**config.mk**
```make
export PLATFORM = sky130hd
export DESIGN_NAME = traffic_phase_sequencer
export DESIGN_NICKNAME = d
export VERILOG_FILES = /design/src/rtl/traffic_phase_sequencer.sv
export SDC_FILE = /design/constraint.sdc
export NUM_CORES = 1
export LEC_CHECK = 0
export ABC_AREA = 1
export CAP_MARGIN = 0
export CORE_MARGIN = 8
export CORE_UTILIZATION = 44
export CTS_BUF_LIST = sky130_fd_sc_hd__clkbuf_16
export DETAILED_ROUTE_END_ITERATION = 8
export DONT_BUFFER_PORTS = 1
export HOLD_SLACK_MARGIN = 0.12
export SYNTH_ARGS = -nofsm -noshare
export SYNTH_HDL_FRONTEND = slang
export SYNTH_SLANG_ARGS = --single-unit
```
**constraint.sdc**
```tcl
create_clock -name clk -period 9 [get_ports clk]
set_input_delay 0.9 -clock clk [delete_from_list [all_inputs] [get_ports clk]]
set_output_delay 0.9 -clock clk [all_outputs]
set_load 0.05 [all_outputs]
```
**src/rtl/traffic_phase_sequencer.sv**
```systemverilog
// N-phase round-robin intersection sequencer: min/max green, yellow, all-red, walk, BCD countdown.
// Optional emergency preemption is compiled in when PREEMPT_EN is defined.
module traffic_phase_sequencer #(
  parameter int unsigned NUM_PHASES   = 4,
  parameter int unsigned TICK_DIV     = 1000,
  parameter int unsigned GREEN_MIN    = 10,
  parameter int unsigned GREEN_MAX    = 30,
  parameter int unsigned YELLOW_TIME  = 4,
  parameter int unsigned ALL_RED_TIME = 2,
  parameter int unsigned WALK_TIME    = 7,
  localparam int unsigned PW = $clog2(NUM_PHASES)
) (
  input  logic                  clk,
  input  logic                  rst_n,
  input  logic [NUM_PHASES-1:0] car_sensor,
  input  logic [NUM_PHASES-1:0] ped_button,
`ifdef PREEMPT_EN
  input  logic                  preempt_req,
  input  logic [PW-1:0]         preempt_phase,
  output logic                  preempt_active,
`endif
  output logic [NUM_PHASES-1:0] green,
  output logic [NUM_PHASES-1:0] yellow,
  output logic [NUM_PHASES-1:0] red,
  output logic [NUM_PHASES-1:0] walk,
  output logic [NUM_PHASES-1:0] hand,
  output logic [PW-1:0]         active_phase,
  output logic [3:0]            cd_tens,
  output logic [3:0]            cd_ones
);

  localparam int unsigned TMAX = (GREEN_MAX > YELLOW_TIME)
                                 ? ((GREEN_MAX > ALL_RED_TIME) ? GREEN_MAX : ALL_RED_TIME)
                                 : ((YELLOW_TIME > ALL_RED_TIME) ? YELLOW_TIME : ALL_RED_TIME);
  localparam int unsigned TW     = $clog2(TMAX + 1);
  localparam int unsigned SW     = $clog2(TICK_DIV + 1);
  localparam int unsigned RST_CD = (ALL_RED_TIME > 99) ? 99 : ALL_RED_TIME;

  typedef enum logic [1:0] {
    ST_ALL_RED,
    ST_GREEN,
    ST_YELLOW
  } state_t;

  state_t                r_state, w_state;
  logic [PW-1:0]         r_active, w_active, w_sel;
  logic [TW-1:0]         r_timer, w_timer;
  logic [TW-1:0]         r_elapsed, w_elapsed, w_elapsed_inc, w_cd_bin;
  logic [SW-1:0]         r_prescale;
  logic                  w_tick;
  logic [NUM_PHASES-1:0] r_car_pend, w_car_pend, r_ped_pend, w_ped_pend;
  logic [NUM_PHASES-1:0] w_demand, w_other, w_onehot, w_onehot_n, w_walk;
  logic                  r_walk_req, w_walk_req;
  logic                  w_leave, w_hold;
  logic                  w_pre_req;
  logic [PW-1:0]         w_pre_phase;
  logic [6:0]            w_cd_sat;
  logic [NUM_PHASES-1:0] r_green, r_yellow, r_red, r_walk, r_hand;
  logic [3:0]            r_cd_tens, r_cd_ones;

`ifdef PREEMPT_EN
  logic r_pre_active;

  assign w_pre_req      = preempt_req;
  assign w_pre_phase    = preempt_phase;
  assign preempt_active = r_pre_active;

  always_ff @(posedge clk) begin
    if (!rst_n) r_pre_active <= 1'b0;
    else        r_pre_active <= (w_state == ST_GREEN) && w_pre_req && (w_active == w_pre_phase);
  end
`else
  assign w_pre_req   = 1'b0;
  assign w_pre_phase = '0;
`endif

  assign w_tick     = (r_prescale == SW'(TICK_DIV - 1));
  assign w_demand   = r_car_pend | r_ped_pend | car_sensor | ped_button;
  assign w_onehot   = NUM_PHASES'(1) << r_active;
  assign w_other    = w_demand & ~w_onehot;
  assign w_onehot_n = NUM_PHASES'(1) << w_active;

  // Scan from active+N down to active+1 so the nearest successor wins; active itself is last resort.
  always_comb begin
    int unsigned idx;
    w_sel = '0;
    for (int unsigned k = NUM_PHASES; k >= 1; k--) begin
      idx = (32'(r_active) + k) % NUM_PHASES;
      if (w_demand[PW'(idx)]) w_sel = PW'(idx);
    end
  end

  always_comb begin
    w_state       = r_state;
    w_active      = r_active;
    w_timer       = r_timer;
    w_elapsed     = r_elapsed;
    w_walk_req    = r_walk_req;
    w_car_pend    = r_car_pend | car_sensor;
    w_ped_pend    = r_ped_pend | ped_button;
    w_elapsed_inc = (r_elapsed >= TW'(GREEN_MAX)) ? r_elapsed : r_elapsed + 1'b1;
    w_hold        = w_pre_req && (w_pre_phase == r_active);
    w_leave       = 1'b0;
    unique case (r_state)
      ST_ALL_RED: begin
        if (w_tick) begin
          if (r_timer <= TW'(1)) begin
            w_state              = ST_GREEN;
            w_active             = w_pre_req ? w_pre_phase : w_sel;
            w_elapsed            = '0;
            w_walk_req           = w_ped_pend[w_active];
            w_car_pend[w_active] = 1'b0;
            w_ped_pend[w_active] = 1'b0;
          end else begin
            w_timer = r_timer - 1'b1;
          end
        end
      end
      ST_GREEN: begin
        w_car_pend[r_active] = 1'b0;
        w_ped_pend[r_active] = 1'b0;
        if (w_tick) begin
          w_elapsed = w_elapsed_inc;
          w_leave   = (w_elapsed_inc >= TW'(GREEN_MIN)) && (|w_other) &&
                      (!car_sensor[r_active] || (w_elapsed_inc >= TW'(GREEN_MAX)));
        end
        // A held preempt phase parks at GREEN_MIN so normal rules resume cleanly on release.
        if (w_hold) begin
          w_leave   = 1'b0;
          w_elapsed = TW'(GREEN_MIN);
        end else if (w_pre_req && w_tick) begin
          w_leave = 1'b1;
        end
        if (w_leave) begin
          w_state    = ST_YELLOW;
          w_timer    = TW'(YELLOW_TIME);
          w_walk_req = 1'b0;
        end
      end
      ST_YELLOW: begin
        if (w_tick) begin
          if (r_timer <= TW'(1)) begin
            w_state = ST_ALL_RED;
            w_timer = TW'(ALL_RED_TIME);
          end else begin
            w_timer = r_timer - 1'b1;
          end
        end
      end
      default: w_state = ST_ALL_RED;
    endcase
  end

  always_comb begin
    w_walk = '0;
    if ((w_state == ST_GREEN) && w_walk_req && (w_elapsed < TW'(WALK_TIME)) && !w_pre_req)
      w_walk = w_onehot_n;
    w_cd_bin = w_timer;
    if (w_state == ST_GREEN)
      w_cd_bin = (w_elapsed < TW'(GREEN_MIN)) ? TW'(GREEN_MIN) - w_elapsed : '0;
    w_cd_sat = (32'(w_cd_bin) > 32'd99) ? 7'd99 : 7'(w_cd_bin);
  end

  always_ff @(posedge clk) begin
    if (!rst_n) begin
      r_state    <= ST_ALL_RED;
      r_active   <= '0;
      r_timer    <= TW'(ALL_RED_TIME);
      r_elapsed  <= '0;
      r_prescale <= '0;
      r_car_pend <= '0;
      r_ped_pend <= '0;
      r_walk_req <= 1'b0;
      r_green    <= '0;
      r_yellow   <= '0;
      r_red      <= '1;
      r_walk     <= '0;
      r_hand     <= '1;
      r_cd_tens  <= 4'(RST_CD / 10);
      r_cd_ones  <= 4'(RST_CD % 10);
    end else begin
      r_prescale <= w_tick ? '0 : r_prescale + 1'b1;
      r_state    <= w_state;
      r_active   <= w_active;
      r_timer    <= w_timer;
      r_elapsed  <= w_elapsed;
      r_car_pend <= w_car_pend;
      r_ped_pend <= w_ped_pend;
      r_walk_req <= w_walk_req;
      r_green    <= (w_state == ST_GREEN)  ? w_onehot_n : '0;
      r_yellow   <= (w_state == ST_YELLOW) ? w_onehot_n : '0;
      r_red      <= (w_state == ST_ALL_RED) ? '1 : ~w_onehot_n;
      r_walk     <= w_walk;
      r_hand     <= ~w_walk;
      r_cd_tens  <= 4'(w_cd_sat / 7'd10);
      r_cd_ones  <= 4'(w_cd_sat % 7'd10);
    end
  end

  assign green        = r_green;
  assign yellow       = r_yellow;
  assign red          = r_red;
  assign walk         = r_walk;
  assign hand         = r_hand;
  assign active_phase = r_active;
  assign cd_tens      = r_cd_tens;
  assign cd_ones      = r_cd_ones;

endmodule

```
# Word-level counts from Yosys, hierarchy flattened
# Index checks and enable logic that the tools add are counted.
[word_totals]
ff_bits = 61
latch_bits = 0
mem_bits_rw = 0
romBits = 0
wordCells = 132
mem_count = 0
[classes]
n_addsub = 8
mul = 0
n_div = 2
order_cmp = 14
n_eq_ne = 5
shifts = 2
mux = 55
n_bitwise = 16
n_reduce_logical = 15
[op_table]
columns = ["operator", "count"]
rows = [
  ["$mux 5", 11],
  ["$mux 2", 12],
  ["$and 4x4->4", 5],
  ["$mux 4", 5],
  ["$not 4->4", 5],
  ["$or 4x4->4", 5],
  ["$lt 2x3->1 const B", 6],
  ["$pmux 4 s2", 2],
  ["$pmux 5 s3", 1],
  ["$mux 1", 13],
  ["$bmux 1 s2", 6],
  ["$add 10x1->10 const B", 1],
  ["$eq 10x10->1 const B", 1],
  ["$ge 5x5->1 const B", 2],
  ["$pmux 5 s2", 1],
  ["$shl 1x2->4 const A", 2],
  ["$div 5x4->7 const B", 1],
  ["$mod 5x4->7 const B", 1],
  ["$logic_and 1x1->1", 6],
  ["$pmux 2 s3", 1],
  ["$add 5x1->5 const B", 1],
  ["$ge 5x4->1 const B", 1],
  ["$le 5x1->1 const B", 1],
  ["$lt 5x3->1 const B", 1],
  ["17 further kinds", 26],
]

# Longest topological paths before layout
[depth]
ltp_word = 18
mapped_depth = 29

# Worst setup path before layout
# No wires, ideal clock.
[synth_path]
path_type = "flip-flop to flip-flop"
from = "reg r_active[0] (netlist: active_phase[0])"
to = "reg r_cd_ones[2] (netlist: cd_ones[2])"
setup_ns = 0.114
arrival_time_ns = 3.092
required_ns = 8.886
path_slack_ns = 5.794
stages_incl_launch_ff = 28
period_less_slack_ns = 3.206
cell_sequence = "dfxtp_1 inv_2 buf_2 ha_1 inv_1 nand2_1 nand2_1 nor2_1 nor2_1 nand3_1 nand2_2 nand2_2 inv_1 nand2_1 nand2_2 a21oi_1 inv_1 ha_1 nand2_1 nand2_1 inv_1 ha_1 nand2_1 nand2_1 nand2_2 nand2_1 nand2_1 nor2_2"
[synth_between]
elab_chain_len = 13
[synth_lines]
columns = ["item", "line_no", "source"]
rows = [
  ["start, declared", "46", "logic [PW-1:0] r_active, w_active, w_sel;"],
  ["start signal, assigned", "184", "r_active <= w_active;"],
  ["$shl 1x2->4", "79", "assign w_onehot = NUM_PHASES'(1) << r_active;"],
  ["$not 4->4", "80", "assign w_other = w_demand & ~w_onehot;"],
  ["$and 4x4->4", "80", ""],
  ["$reduce_or 4->1", "124", "w_leave = (w_elapsed_inc >= TW'(GREEN_MIN)) && (|w_other) &&"],
  ["$logic_and 1x1->1", "124", ""],
  ["$logic_and 1x1->1 (*)", "124", ""],
  ["$mux 1 (*)", "122", "if (w_tick) begin"],
  ["$mux 1 (*)", "104", "unique case (r_state)"],
  ["$mux 2", "134", "if (w_leave) begin"],
  ["$pmux 2 s3", "104", ""],
  ["$eq 2x1->1", "159", "if (w_state == ST_GREEN)"],
  ["$mux 5 (*)", "159", ""],
  ["$mod 5x4->7 (*)", "196", "r_cd_ones <= 4'(w_cd_sat % 7'd10);"],
  ["end signal, assigned", "180", "r_cd_ones <= 4'(RST_CD % 10);"],
  ["end signal, assigned", "196", ""],
  ["end, declared", "59", "logic [3:0] r_cd_tens, r_cd_ones;"],
]
# Every way passes the cells marked *; elsewhere a longest branch is shown, timed or not. The select of a mux whose other input is x is not followed.
# A chain may end at the register's enable or synchronous reset.

# Worst setup path after layout
# Same ends and word-level chain as after synthesis.

==> results summary <==
From synthesis to final layout, the design area changed by 12.0%. The share of synthesized area in the top cell type comes to 0.364. The total DRC errors in the routed layout is 0. TritonCTS built the clock tree. The number of CTS-inserted buffers came out at 9. Yosys mapped a number of flops with a built-in enable equal to 0. The peak ir drop on the vdd network came out at roughly 0.00012 V. The cell count of the worst hold path came out at 1. The post-synthesis cell area is 0.00324 mm². The post-layout worst setup margin came out at roughly 5.4 ns. The final antenna diode count came out at 0. The number of buffers and inverters on the critical path is 5. The total length of routed wires is 7210 µm.

Setup violations remaining at the end of the flow were counted as 0. The count of max-cap constraint violations came out at 0. Counting every instance in the synthesized netlist gives 468. The run finished with clean final reports. The required time at the endpoint of the critical path is 9.23 ns.

The path with the worst hold slack has its endpoint at r_prescale[0]$_SDFF_PP0_. The family with the most delay on the worst path is simple AND/OR/NAND/NOR gates. After legalization and detailed placement, the total HPWL measured roughly 5500 µm.

STA classifies the critical path endpoint as a flip-flop. For this configuration, the core starts out at a cell density of 0.450. The area of the die came out at 0.0104 mm². The worst hold path begins at r_prescale[0]$_SDFF_PP0_. Counting stages on the worst path, the most repeated cell is sky130_fd_sc_hd__nand2_1. The number of warnings printed during yosys synthesis is 0.

The average size of a mapped cell came out at around 6.9 µm². The worst register-to-register path ends at cd_ones[2]$_SDFF_PN0_. The total global routing track utilization is 0.150. The maximum clock frequency is 0.275 GHz. The highest net fanout along the worst path is 13.

The initial antenna violation count came out at 0. The average vias per placed instance came out at 4.85. Setup repair after global routing left no endpoint under its margin. The number of nets still failing antenna checks after routing came out at 0. The pre-antenna-repair detailed-routing pass consisted of 5 iterations. The number of clock sinks seen by CTS came out at around 60. The number of placed I/O pins came out at 40. The number of instances in the placed design is 560. At the end of the flow, the number of nets in the layout was 496. The pin count of the biggest net entering global routing came out at 19. Post-CTS repair changed the size of 0 cells. In this run the worst hold path is classified as flip-flop to flip-flop.

The number of placement rows is 31. Summed over all failing endpoints, the final setup total negative slack is 0 ns. The post-layout minimum cycle time came out at approximately 3.6 ns. The register-to-register setup slack came out at approximately 5.4 ns. For the final database, setup skew stands at roughly 0.0067 ns.

Dividing the detail-routed wire length by the instance count gives 12.5 µm. The post-route worst hold slack is around 0.45 ns. The count of cells in the finished layout, fillers not included, comes to roughly 580. The number of cells on the worst reg-to-reg path is 26. In this run the critical register-to-register path is launched from active_phase[0]$_SDFF_PN0_. In the post-synthesis netlist, the biggest area contributors are sky130_fd_sc_hd__dfxtp_1, sky130_fd_sc_hd__nand2_1, sky130_fd_sc_hd__nor2_1. The hold violation total from the final report is 0. The proportion of layout cells with a drive suffix above 1 is 0.147. For the pin with the worst max-slew slack, the measured transition is 0.784 ns. The maximum buffer depth of the clock tree came out at 2.

The number of distinct library cell variants in the gate-level netlist after synthesis came out at 37. Data on the critical path arrives at its endpoint at 3.87 ns. The number of I/O port buffers came out at 0. The horizontal die dimension came out at between 100 and 150 µm.

The count of hold buffers inserted by post-cts repair came out at 0. The post-synthesis sequential element count came out at 59. The number of inserted filler cells in the final layout is around 700. Dividing the final minimum period by the clock period gives 0.405. The global-route wire length before repair is between 10,000 and 15,000 µm. The via count of the first global-routing pass is 2,664.

For this run the aggregate overflow at the end of global routing stands at 0. The number of setup buffers added after CTS is 0. The register area share after synthesis came out at 0.364.

Counting flops with an async set or reset pin after synthesis yields a share of 0. The detailed router's first-iteration violation count is between 100 and 150. In this design, the stage delay of the slowest critical-path cell is 0.83 ns. The total number of vias came out at 2,793. At the later pin of the worst-skew pair, clock insertion delay measures 0.33 ns. The total area inside the core boundary comes to just over 0.007 mm². The headroom to the max-slew limit is 0.477. The cell sitting at the root of the clock tree is a sky130_fd_sc_hd__clkbuf_16. The critical path in this run is classified as flip-flop to flip-flop.

Of all cell types, the one taking the most synthesized area is sky130_fd_sc_hd__dfxtp_1. In the synthesized netlist the dominant register cell turns out to be sky130_fd_sc_hd__dfxtp_1. The worst setup slack after placement is about 5.4 ns. The count of pins over their slew limit is 0.

In this run the power density over the cells is between 150 and 200 mW/mm². The global placement routability congestion came out at between 0.8 and 0.9. The power consumption came out at 0.634 mW.

The leakage power figure is 1.66 nW. The slowest stage cell on the critical path is sky130_fd_sc_hd__dfxtp_1. The kind of launch point of the worst setup path is a flip-flop.

CTS built an H-tree with a depth of 3. The die extent in y came out at roughly 100 µm. The clock transition at the register clock pins on the worst setup and hold paths after CTS is about 0.060 ns.
## sequential cells by signal (all words and copies together) (netlist names)
name	flops
active_phase	2
cd_ones	4
cd_tens	2
green	4
hand	4
r_car_pend	4
r_elapsed	5
r_ped_pend	4
r_prescale	10
r_state	2
r_timer	5
r_walk_req	1
red	4
walk	4
yellow	4
## Yosys cell counts, types with 4 or more instances
cell type / instances
sky130_fd_sc_hd__o211ai_1: 4
sky130_fd_sc_hd__o21ai_1: 7
sky130_fd_sc_hd__ha_1: 14
sky130_fd_sc_hd__nor2_1: 72
sky130_fd_sc_hd__dfxtp_1: 59
sky130_fd_sc_hd__nor3_1: 6
sky130_fd_sc_hd__nand2_2: 14
sky130_fd_sc_hd__o21ai_0: 9
sky130_fd_sc_hd__a21oi_1: 15
sky130_fd_sc_hd__inv_2: 11
sky130_fd_sc_hd__nand4_1: 5
sky130_fd_sc_hd__nand3_1: 28
sky130_fd_sc_hd__nor2_4: 7
sky130_fd_sc_hd__inv_1: 57
sky130_fd_sc_hd__nand2_1: 109
sky130_fd_sc_hd__xor2_1: 4
sky130_fd_sc_hd__nor2_2: 5
sky130_fd_sc_hd__nand3_2: 6
## worst max-delay path by stage
stage	startpoint	end	slack [ns]	cells after the start
floorplan	active_phase[0]$_SDFF_PN0_	cd_ones[2]$_SDFF_PN0_	5.79	27
global placement	active_phase[0]$_SDFF_PN0_	cd_ones[2]$_SDFF_PN0_	5.45	26
detailed placement	active_phase[0]$_SDFF_PN0_	cd_ones[2]$_SDFF_PN0_	5.36	26
CTS	active_phase[0]$_SDFF_PN0_	cd_ones[2]$_SDFF_PN0_	5.36	26
global route	r_prescale[0]$_SDFF_PP0_	cd_ones[2]$_SDFF_PN0_	5.05	27
finish	active_phase[0]$_SDFF_PN0_	cd_ones[2]$_SDFF_PN0_	5.36	26
## cell families (layout without fill, tap and decap cells)
kind of cell | count (synthesis) | in the layout | share of synthesized area
and+or+nand+nor | 264 | 264 | 0.384
buffers and inverters | 78 | 86 | 0.0960
DFF | 59 | 59 | 0.364
AOI/OAI and AO/OA | 48 | 48 | 0.0899
adders and majority gates | 14 | 14 | 0.0540
xor gates and xnor gates | 4 | 4 | 0.0108
other | 1 | 2 | 0.00116
## area by class of cell
class / instances / area, µm² / area share
Clock inverter: 7 / 83.8 / 0.0231
Sequential cell: 59 / 1180 / 0.325
Multi-Input combinational cell: 332 / 1760 / 0.483
Tap cell: 99 / 124 / 0.0341
Clock buffer: 9 / 225 / 0.0620
Inverter: 70 / 263 / 0.0723
## layout by cell type (no fill, tap or decap), types with 6 or more instances in the layout
cell	count
sky130_fd_sc_hd__nor3_1	6
sky130_fd_sc_hd__nand3_2	6
sky130_fd_sc_hd__nor2_1	72
sky130_fd_sc_hd__o21ai_0	9
sky130_fd_sc_hd__a21oi_1	15
sky130_fd_sc_hd__clkbuf_16	9
sky130_fd_sc_hd__nand3_1	28
sky130_fd_sc_hd__nor2_4	7
sky130_fd_sc_hd__ha_1	14
sky130_fd_sc_hd__o21ai_1	7
sky130_fd_sc_hd__nand2_2	14
sky130_fd_sc_hd__dfxtp_1	59
sky130_fd_sc_hd__inv_2	11
sky130_fd_sc_hd__nand2_1	109
sky130_fd_sc_hd__inv_1	57
## layer usage
metal,up-vias,part of all wire,global-route usage
li1,1480,-,-
met1,1246,0.48,0.187
met2,55,0.44,0.231
met3,12,0.068,0.0504
met4,0,0.016,0.0621
met5,-,0,0
## metrics by stage
stage | cell area [µm²] | utilization
after CTS | 3630 | 0.503
after global placement | 3320 | 0.461
after floorplan | 3250 | -
final | 3630 | 0.503
after detailed placement | 3320 | 0.461
after global routing | 3630 | 0.503
## where the power goes
part	total, mW	internal [mW]	switching [mW]
combinational	0.0170	0.00493	0.0121
sequential	0.266	0.265	0.00144
clock	0.351	0.219	0.132
No activity file was read; power rests on OpenSTA's default activity.
==> edit: new RTL, same flow settings <==
The 3 states of `state_t` get a one-hot encoding in 3 bits.
--- a/src/rtl/traffic_phase_sequencer.sv
+++ b/src/rtl/traffic_phase_sequencer.sv
@@ -38,6 +38,6 @@
 
-  typedef enum logic [1:0] {
-    ST_ALL_RED,
-    ST_GREEN,
-    ST_YELLOW
+  typedef enum logic [2:0] {
+    ST_ALL_RED = 3'b001,
+    ST_GREEN   = 3'b010,
+    ST_YELLOW  = 3'b100
   } state_t;
Function: no difference found for any inputs over 10 cycles, from zero or initial values and one cycle with rst_n low; not proved beyond that.
==> edit against the unedited design <==
- worst setup slack lost 0.0050 ns
- routed wire length grew 12%
- sequential cell count grew 1
- total power grew 1.1%
- synthesized cell count grew 8.1%
- critical path depth is the same
- combinational power grew 3%
- global-route usage grew 0.37 points
- cell area grew 5.7%
- first-iteration DRC count shrank 8.3%
- area after synthesis grew 6.1%
- largest cell class unchanged
- highest routed layer unchanged
==> edit: results (changes against the unedited design) <==
metric,value,unit,change
pwr-share-seq,0.423,,was 0.420
vias_per_cell,4.93,,was 4.85
drt_pass1_iterations,4,,was 5
peakVddDrop,97.3,uV,was 121 uV
num_antenna_cells,0,,unchanged
cts-resized-gates,0,,unchanged
insertion_delay,0.33,ns,about the same
groute.usage.overall,0.154,,was 0.150
cts_buffer_depth,2,,unchanged
synth.distinct_cells,39,,was 37
cts_buffers,9,,unchanged
worstHoldEndpoint,r_prescale[0]$_SDFF_PP0_,,unchanged
ys_seq_area_frac,0.349,,was 0.364
crit_path_max_fanout,12,,was 13
synth_top_family_by_area,simple AND/OR/NAND/NOR gates,,unchanged
dpl_cell_area,3530,um^2,was 3320 um^2
synthXorXnorAreaFrac,0.00509,,was 0.0108
ys_async_sr_fraction,0,,unchanged
grt_pass1_vias,2867,,was 2664
grt_max_degree,21,,was 19
grt_pass1_wl,13600,um,was 12300 um
hold_depth,1,,unchanged
crit_arrival,3.87,ns,about the same
root_buffer,clkbuf_16,,unchanged
synth_area_leaders,"dfxtp_1 (35%), nand2_1 (13%), inv_1 (7.6%)",,"was dfxtp_1 (36%), nand2_1 (13%), nor2_1 (8.3%)"
power_density,167,nW/um^2,was 175 nW/um^2
synth_common_cells,"nand2_1 (116), inv_1 (70), nor2_1 (63)",,"was nand2_1 (109), nor2_1 (72), dfxtp_1 (59)"
routed_wl,8050,um,was 7210 um
hp-class,flip-flop to flip-flop,,unchanged
antenna_found_initial,0,,unchanged
leakage,1.90,nW,was 1.66 nW
clk_pin_slew,0.06,ns,about the same
timing.rr.end,cd_ones[2]$_SDFF_PN0_,,unchanged
worst_pin_slew,0.830,ns,was 0.784 ns
r2r_slack,5.35,ns,was 5.36 ns
reg_top3,"r_prescale (10), r_elapsed (5), r_timer (5)",,unchanged
drive_gt1_frac,0.128,,was 0.147
dpl.hpwl,6140,um,was 5500 um
switchingPower,0.148,mW,was 0.145 mW
synth_mux_area_frac,0,,unchanged
clock-skew-final,0.00921,ns,was 0.00672 ns
gp_routability_congestion,0.890,,was 0.879
portBuffers,0,,unchanged
cts-htree-levels,3,,unchanged
ys_warn_count,0,,unchanged
layout.nets,534,,was 496
final.fill_count,761,,was 719
drt_iter0_markers,133,,was 145
yosys.area_share.adder,0.0509,,was 0.0540
combPwrFrac,0.027,,about the same
reg2regPathDepth,26,,unchanged
synth_compound_area_frac,0.106,,was 0.0899
status,finished clean,,unchanged
==> edit: changes by cell type in the layout (fill, tap and decap cells not counted), sizes merged, moves of 2 or more <==
cell and delta:
or2 +2, nor2 -13, nor3 +2, clkinv +4
nand2 +17, a21oi +7, inv +6, nand3 +4
o21ai +10, and3 +2, xor2 -2, a31oi -2
o221ai -3
==> edit: critical path, stage by stage, from the launching register on <==
cell and delay (ns):
dfxtp_1 0.86, inv_2 0.20, ha_1 0.26, inv_1 0.08
o21ai_0 0.08, nand2_1 0.08, nor2_1 0.04, nand2_1 0.06
nand2_1 0.05, nor2_1 0.13, nand2_1 0.08, nand2_2 0.11
nand2_4 0.09, inv_2 0.12, nand2_1 0.10, nand2_4 0.10
nand2_1 0.08, ha_1 0.20, inv_1 0.09, nand3_1 0.10
nand2_1 0.07, inv_1 0.05, ha_1 0.19, nand2_1 0.08
nand2_2 0.07, a21oi_1 0.13, nor2_1 0.06
==> edit: through the flow <==
| step | util | std cells | hold slack (ns) |
|---|---|---|---|
| after global placement | 0.462 | 601 | 0.430 |
| final | 0.502 | 617 | 0.450 |
| after floorplan | - | 507 | 0.418 |
| after global routing | 0.502 | 617 | 0.477 |
| after detailed placement | 0.462 | 601 | 0.441 |
| after CTS | 0.502 | 617 | 0.455 |
==> edit: layout make-up <==
cell class / instances / area, um^2 / share of cell area
multi-input combinational: 359 / 1900 / 0.495
tap: 102 / 128 / 0.0332
inverter: 80 / 300 / 0.0782
clock buffer: 9 / 225 / 0.0587
sequential: 60 / 1200 / 0.313
clock inverter: 7 / 83.8 / 0.0218
==> edit: how the worst max path moves through the flow <==
stage	start	endpoint	slack, ns	cells after the start
finish	active_phase[0]$_SDFF_PN0_	cd_ones[2]$_SDFF_PN0_	5.35	26
detailed placement	active_phase[0]$_SDFF_PN0_	cd_ones[2]$_SDFF_PN0_	5.37	26
global placement	active_phase[0]$_SDFF_PN0_	cd_ones[2]$_SDFF_PN0_	5.49	26
CTS	active_phase[0]$_SDFF_PN0_	cd_ones[2]$_SDFF_PN0_	5.36	26
global route	active_phase[0]$_SDFF_PN0_	cd_ones[2]$_SDFF_PN0_	4.95	26
floorplan	active_phase[0]$_SDFF_PN0_	cd_ones[2]$_SDFF_PN0_	5.72	27
==> edit: logic make-up (layout without fill, tap and decap cells) <==
logic type | after synthesis | after routing
flops | 60 | 60
simple gates | 278 | 278
compound gates | 63 | 63
fa+ha+maj | 14 | 14
xor+xnor | 2 | 2
buf+inv | 88 | 96
other cells | 1 | 2
==> edit: routing by layer <==
layer / wire [um] / GRT usage / vias up / part of all wire
met5: 0 / 0 / - / 0
met3: 636 / 0.0539 / 11 / 0.079
met1: 3660 / 0.187 / 1357 / 0.45
met2: 3630 / 0.242 / 76 / 0.45
li1: - / - / 1597 / -
met4: 124 / 0.0589 / 0 / 0.015
